**src/rtl/piso_serializer.sv**
```systemverilog
// Parallel-in serial-out framer: accepts WIDTH-bit words over valid/ready and
// emits them one bit per clock, with a one-word holding buffer so consecutive
// frames stream without an idle cycle.
module piso_serializer #(
  parameter int unsigned WIDTH     = 8,
  parameter bit          MSB_FIRST = 1'b1
) (
  input  logic             clk,
  input  logic             rst,
  input  logic [WIDTH-1:0] load_data,
  input  logic             load_valid,
  output logic             load_ready,
  output logic             sout,
  output logic             sout_valid,
  output logic             frame_start,
  output logic             frame_done
);

  localparam int unsigned CW = (WIDTH > 1) ? $clog2(WIDTH) : 1;
  localparam logic [CW-1:0] LAST = CW'(WIDTH - 1);

  typedef enum logic {
    IDLE  = 1'b0,
    SHIFT = 1'b1
  } state_t;

  state_t           state, state_n;
  logic [CW-1:0]    count, count_n;
  logic [WIDTH-1:0] shreg, shreg_n;
  logic [WIDTH-1:0] hold, hold_n;
  logic             hold_full, hold_full_n;
  logic             accept;
  logic             valid_n;
  logic             bit_n;
  logic [WIDTH-1:0] shifted;

  // Handshake qualifier and one-position advance of the shift register
  always_comb begin
    accept  = load_valid & load_ready;
    shifted = MSB_FIRST ? {shreg[WIDTH-2:0], 1'b0} : {1'b0, shreg[WIDTH-1:1]};
  end

  // Next-state logic: frame sequencing, buffer fill/drain and boundary bypass
  always_comb begin
    state_n     = state;
    count_n     = count;
    shreg_n     = shreg;
    hold_n      = hold;
    hold_full_n = hold_full;
    case (state)
      IDLE: begin
        if (accept) begin
          shreg_n = load_data;
          count_n = '0;
          state_n = SHIFT;
        end
      end
      SHIFT: begin
        if (count == LAST) begin
          // Buffered word has priority; load_ready is low so no accept collides
          if (hold_full) begin
            shreg_n     = hold;
            hold_full_n = 1'b0;
            count_n     = '0;
          end else if (accept) begin
            shreg_n = load_data;
            count_n = '0;
          end else begin
            shreg_n = '0;
            count_n = '0;
            state_n = IDLE;
          end
        end else begin
          shreg_n = shifted;
          count_n = count + CW'(1);
          if (accept) begin
            hold_n      = load_data;
            hold_full_n = 1'b1;
          end
        end
      end
    endcase
    valid_n = (state_n == SHIFT);
    bit_n   = MSB_FIRST ? shreg_n[WIDTH-1] : shreg_n[0];
  end

  // State and registered outputs, derived from the next-state values
  always_ff @(posedge clk or negedge rst) begin
    if (!rst) begin
      state       <= IDLE;
      count       <= '0;
      shreg       <= '0;
      hold        <= '0;
      hold_full   <= 1'b0;
      load_ready  <= 1'b1;
      sout        <= 1'b0;
      sout_valid  <= 1'b0;
      frame_start <= 1'b0;
      frame_done  <= 1'b0;
    end else begin
      state       <= state_n;
      count       <= count_n;
      shreg       <= shreg_n;
      hold        <= hold_n;
      hold_full   <= hold_full_n;
      load_ready  <= ~hold_full_n;
      sout        <= valid_n & bit_n;
      sout_valid  <= valid_n;
      frame_start <= valid_n & (count_n == '0);
      frame_done  <= valid_n & (count_n == LAST);
    end
  end

endmodule

```
**config.mk**
```make
export PLATFORM = sky130hd
export DESIGN_NAME = piso_serializer
export DESIGN_NICKNAME = d
export VERILOG_FILES = /design/src/rtl/piso_serializer.sv
export SDC_FILE = /design/constraint.sdc
export NUM_CORES = 1
export LEC_CHECK = 0
export BUFFER_PORTS_ARGS = -buffer_cell sky130_fd_sc_hd__buf_2
export CAP_MARGIN = 20
export CORE_MARGIN = 3
export CORE_UTILIZATION = 51
export CTS_CLUSTER_DIAMETER = 120
export DETAILED_ROUTE_END_ITERATION = 10
export PLACE_DENSITY = 0.72
export SKIP_CTS_REPAIR_TIMING = 1
export SYNTH_ARGS = -nofsm -noshare
export SYNTH_HDL_FRONTEND = slang
export SYNTH_SLANG_ARGS = --single-unit
export TNS_END_PERCENT = 50
```
**constraint.sdc**
```tcl
create_clock -name clk -period 1.7 [get_ports clk]
set_input_delay 0.255 -clock clk [delete_from_list [all_inputs] [get_ports clk]]
set_output_delay 0.255 -clock clk [all_outputs]
set_load 0.05 [all_outputs]
```
==> reports/metrics.yaml <==
floorplan:
  initial_utilization_pct: 57.2
  core_area_sq_um: 2080
  die_height_um: 54.3
  fp.dieW_um: 54.3
  io_pins: 16
  die_area_sq_um: 2950
  rows: 16
yosys:
  seq_area_frac_synth_pct: 52.6
  synth_area_leader_cell: "dfrtp_1"
  netlist_area_sq_um: 1190
  avgSynthCellArea_sq_um: 10.7
  synth_warnings: 0
  synth_area_leaders: "dfrtp_1 (50%), mux2_2 (7.6%), nand2_1 (5.7%), a22oi_1 (4.4%), ha_1 (3.2%)"
  ys_ff_latch: 25
  syn_inst: 111
  ys_types: 30
  synthesis.nets: 125
  synth_top_area_share_pct: 50.4
cells_and_area:
  final_cell_area_sq_um: 1330
  nNetsFinal: 144
  drive_gt1_share_pct: 28.7
  syn_to_final_growth_pct: 11.6
  n_antenna_cell: 0
  num-fill-cells: 177
timing:
  grt_setup_unrepaired: "no"
  fmax_mhz: 638
  setup_viol: 0
  finalSetupTns_ps: 0
  finalMaxSlewViolations: 0
  hold_violations: 0
  period_needed_ps: 1570
  min_period_over_period_pct: 92.2
  max-slew-margin-rel_pct: 63.2
  tightest_slew_ps: 552
  skew_ps: 4.70
detailed_routing:
  route.detailed.drc: 0
  dr.pass1.iters: 4
  wl_per_cell_um: 14.3
  drt-total-wl_um: 2230
  routed_via_density: 5.67
  num_vias: 884
  drt_iter0_drc: 22
  ant_nets: 0
clock_tree:
  cts.clk_slew.worst_paths_ps: 120
  cts_made_buffers: 3
  cts_tree: "yes"
  root_buffer: "clkbuf_4"
  cts_max_path_buffers: 2
  h-tree-depth: 1
  cts_num_sinks: 25
  insertion_delay_ps: 310
global_route:
  grt_first_pass_wirelength_um: 3710
  grt_use_met1_pct: 24.6
  grt_start_max_net_pins: 26
  met2_usage_pct: 26.9
  track_usage_pct: 17.8
  grt_pass1_vias: 786
  antenna_found_initial: 0
  grt_overflow: 0
  grt_use_met3_pct: 3.27
  busiest_layer: "met2"
min_path:
  worstHoldStart: "load_data[0]"
  hold_path_depth: 2
  hold_class: "input port to flip-flop"
  hold_end: "hold[0]$_DFFE_PN0P_"
setup_path:
  ff2ff_setup_slack_ps: 130
  r2r-start: "count[0]$_DFF_PN0_"
  reg2regPathDepth: 5
  critPathKind: "flip-flop to flip-flop"
  path_max_fanout: 8
  startpoint_type: "flip-flop"
  worst_ep_required_time_ps: 1900
  setup.worst_path.end_class: "flip-flop"
  arrival_ps: 1770
  r2r_end: "shreg[7]$_DFF_PN0_"
power_and_ir_drop:
  ir_worst_vdd_uv: 1200
  p_leak_nw: 0.636
  power_density_nw_per_um2: 1890
placed_design:
  place_area_sq_um: 1290
  port_buffers: 15
  dpl.hpwl_um: 1600
  place_congestion: 0.754
run:
  drv_cap: 0
run_status:
  outcome: "completed"
flip-flops by register name (all words and copies together) (netlist names):
name,cells
state,1
shreg,8
hold,8
sout,1
frame_start,1
hold_full,1
count,3
frame_done,1
load_ready,1
cell families (layout without fill, tap and decap cells):
| group | Yosys count | count (layout) | share of synthesized area [%] |
|---|---|---|---|
| and+or+nand+nor | 34 | 34 | 15.9 |
| AOI/OAI and AO/OA | 27 | 27 | 14.0 |
| DFF | 25 | 25 | 52.6 |
| buffers and inverters | 13 | 31 | 5.57 |
| muxes | 9 | 9 | 8.82 |
| adders and majority gates | 3 | 3 | 3.15 |
routing by layer:
| layer | vias up | wire length, um |
|---|---|---|
| met1 | 438 | 1010 |
| li1 | 421 | - |
| met4 | 0 | 44 |
| met3 | 5 | 74 |
| met5 | - | 0 |
| met2 | 20 | 1090 |
cell usage after synthesis:
cell type,n
nand3_1,5
nor4_2,1
and2_4,1
mux2_2,8
clkbuf_1,1
a32oi_1,1
dfstp_2,1
a21o_1,2
o31a_1,1
mux2_4,1
buf_4,1
ha_1,3
nand3b_4,1
o21ai_0,7
dfrtp_1,24
or3_1,1
nor2b_1,1
and4_1,1
buf_8,1
nor2_4,1
a21oi_1,6
nand2_1,18
o21ai_1,2
inv_1,8
nor2_1,1
o22ai_1,1
buf_2,2
and2_1,1
nand2b_1,2
a22oi_1,7
worst max-delay path, stage by stage, from the launching register on:
cell and delay (ps):
dfrtp_1 390, ha_1 180, ha_2 250, nor2b_1 100
and2_1 180, or3_1 360
cell usage in the layout (no fill, tap or decap), types with 2 or more instances in the layout:
cell / n
buf_2: 15
inv_1: 8
a22oi_1: 7
o21ai_0: 7
ha_1: 2
dfrtp_1: 24
nand2_1: 18
nand2b_1: 2
a21oi_1: 5
a21o_1: 2
mux2_2: 8
clkbuf_4: 3
nand3_1: 5
buf_4: 3
o21ai_1: 2
area by class of cell:
cell class                      instances  area, sq um  area share, %
Clock buffer                            4         26.3           1.98
Inverter                                8         30.0           2.26
Timing Repair Buffer                   19          108           8.10
Sequential cell                        25          627           47.2
Multi-Input combinational cell         73          504           37.9
Tap cell                               27         33.8           2.54
metrics by stage:
stage / cells / utilization (%) / hold WS [ps] / setup WS [ps] / power [mW]
floorplan: 111 / - / -40.6 / 59.8 / 2.01
global route: 156 / 63.8 / 156 / 41.4 / 2.74
CTS: 155 / 63.0 / -86.5 / 56.0 / 2.53
global placement: 151 / 61.8 / 266 / 124 / 2.23
finish: 156 / 63.8 / 178 / 133 / 2.52
detailed placement: 151 / 61.8 / 276 / 78.9 / 2.27
report_power, final:
| part | internal (mW) | total (mW) | switching (mW) | leakage, nW |
|---|---|---|---|---|
| Sequential | 0.882 | 1.09 | 0.203 | 0.306 |
| Clock | 0.0918 | 0.254 | 0.162 | 0.0150 |
| Combinational | 0.518 | 1.18 | 0.660 | 0.315 |
how the worst max path moves through the flow:
| stage | start | endpoint | slack (ps) | cells past startpoint |
|---|---|---|---|---|
| 2_1_floorplan | load_ready$_DFF_PN1_ | frame_start$_DFF_PN0_ | 60 | 5 |
| 3_3_place_gp | count[0]$_DFF_PN0_ | shreg[7]$_DFF_PN0_ | 120 | 5 |
| 3_5_place_dp | count[0]$_DFF_PN0_ | shreg[7]$_DFF_PN0_ | 80 | 5 |
| 4_1_cts | count[0]$_DFF_PN0_ | shreg[7]$_DFF_PN0_ | 60 | 5 |
| 5_1_grt | count[0]$_DFF_PN0_ | shreg[7]$_DFF_PN0_ | 40 | 5 |
| 6_report | count[0]$_DFF_PN0_ | shreg[7]$_DFF_PN0_ | 130 | 5 |
Note: power is estimated with default switching activity, not from simulation.
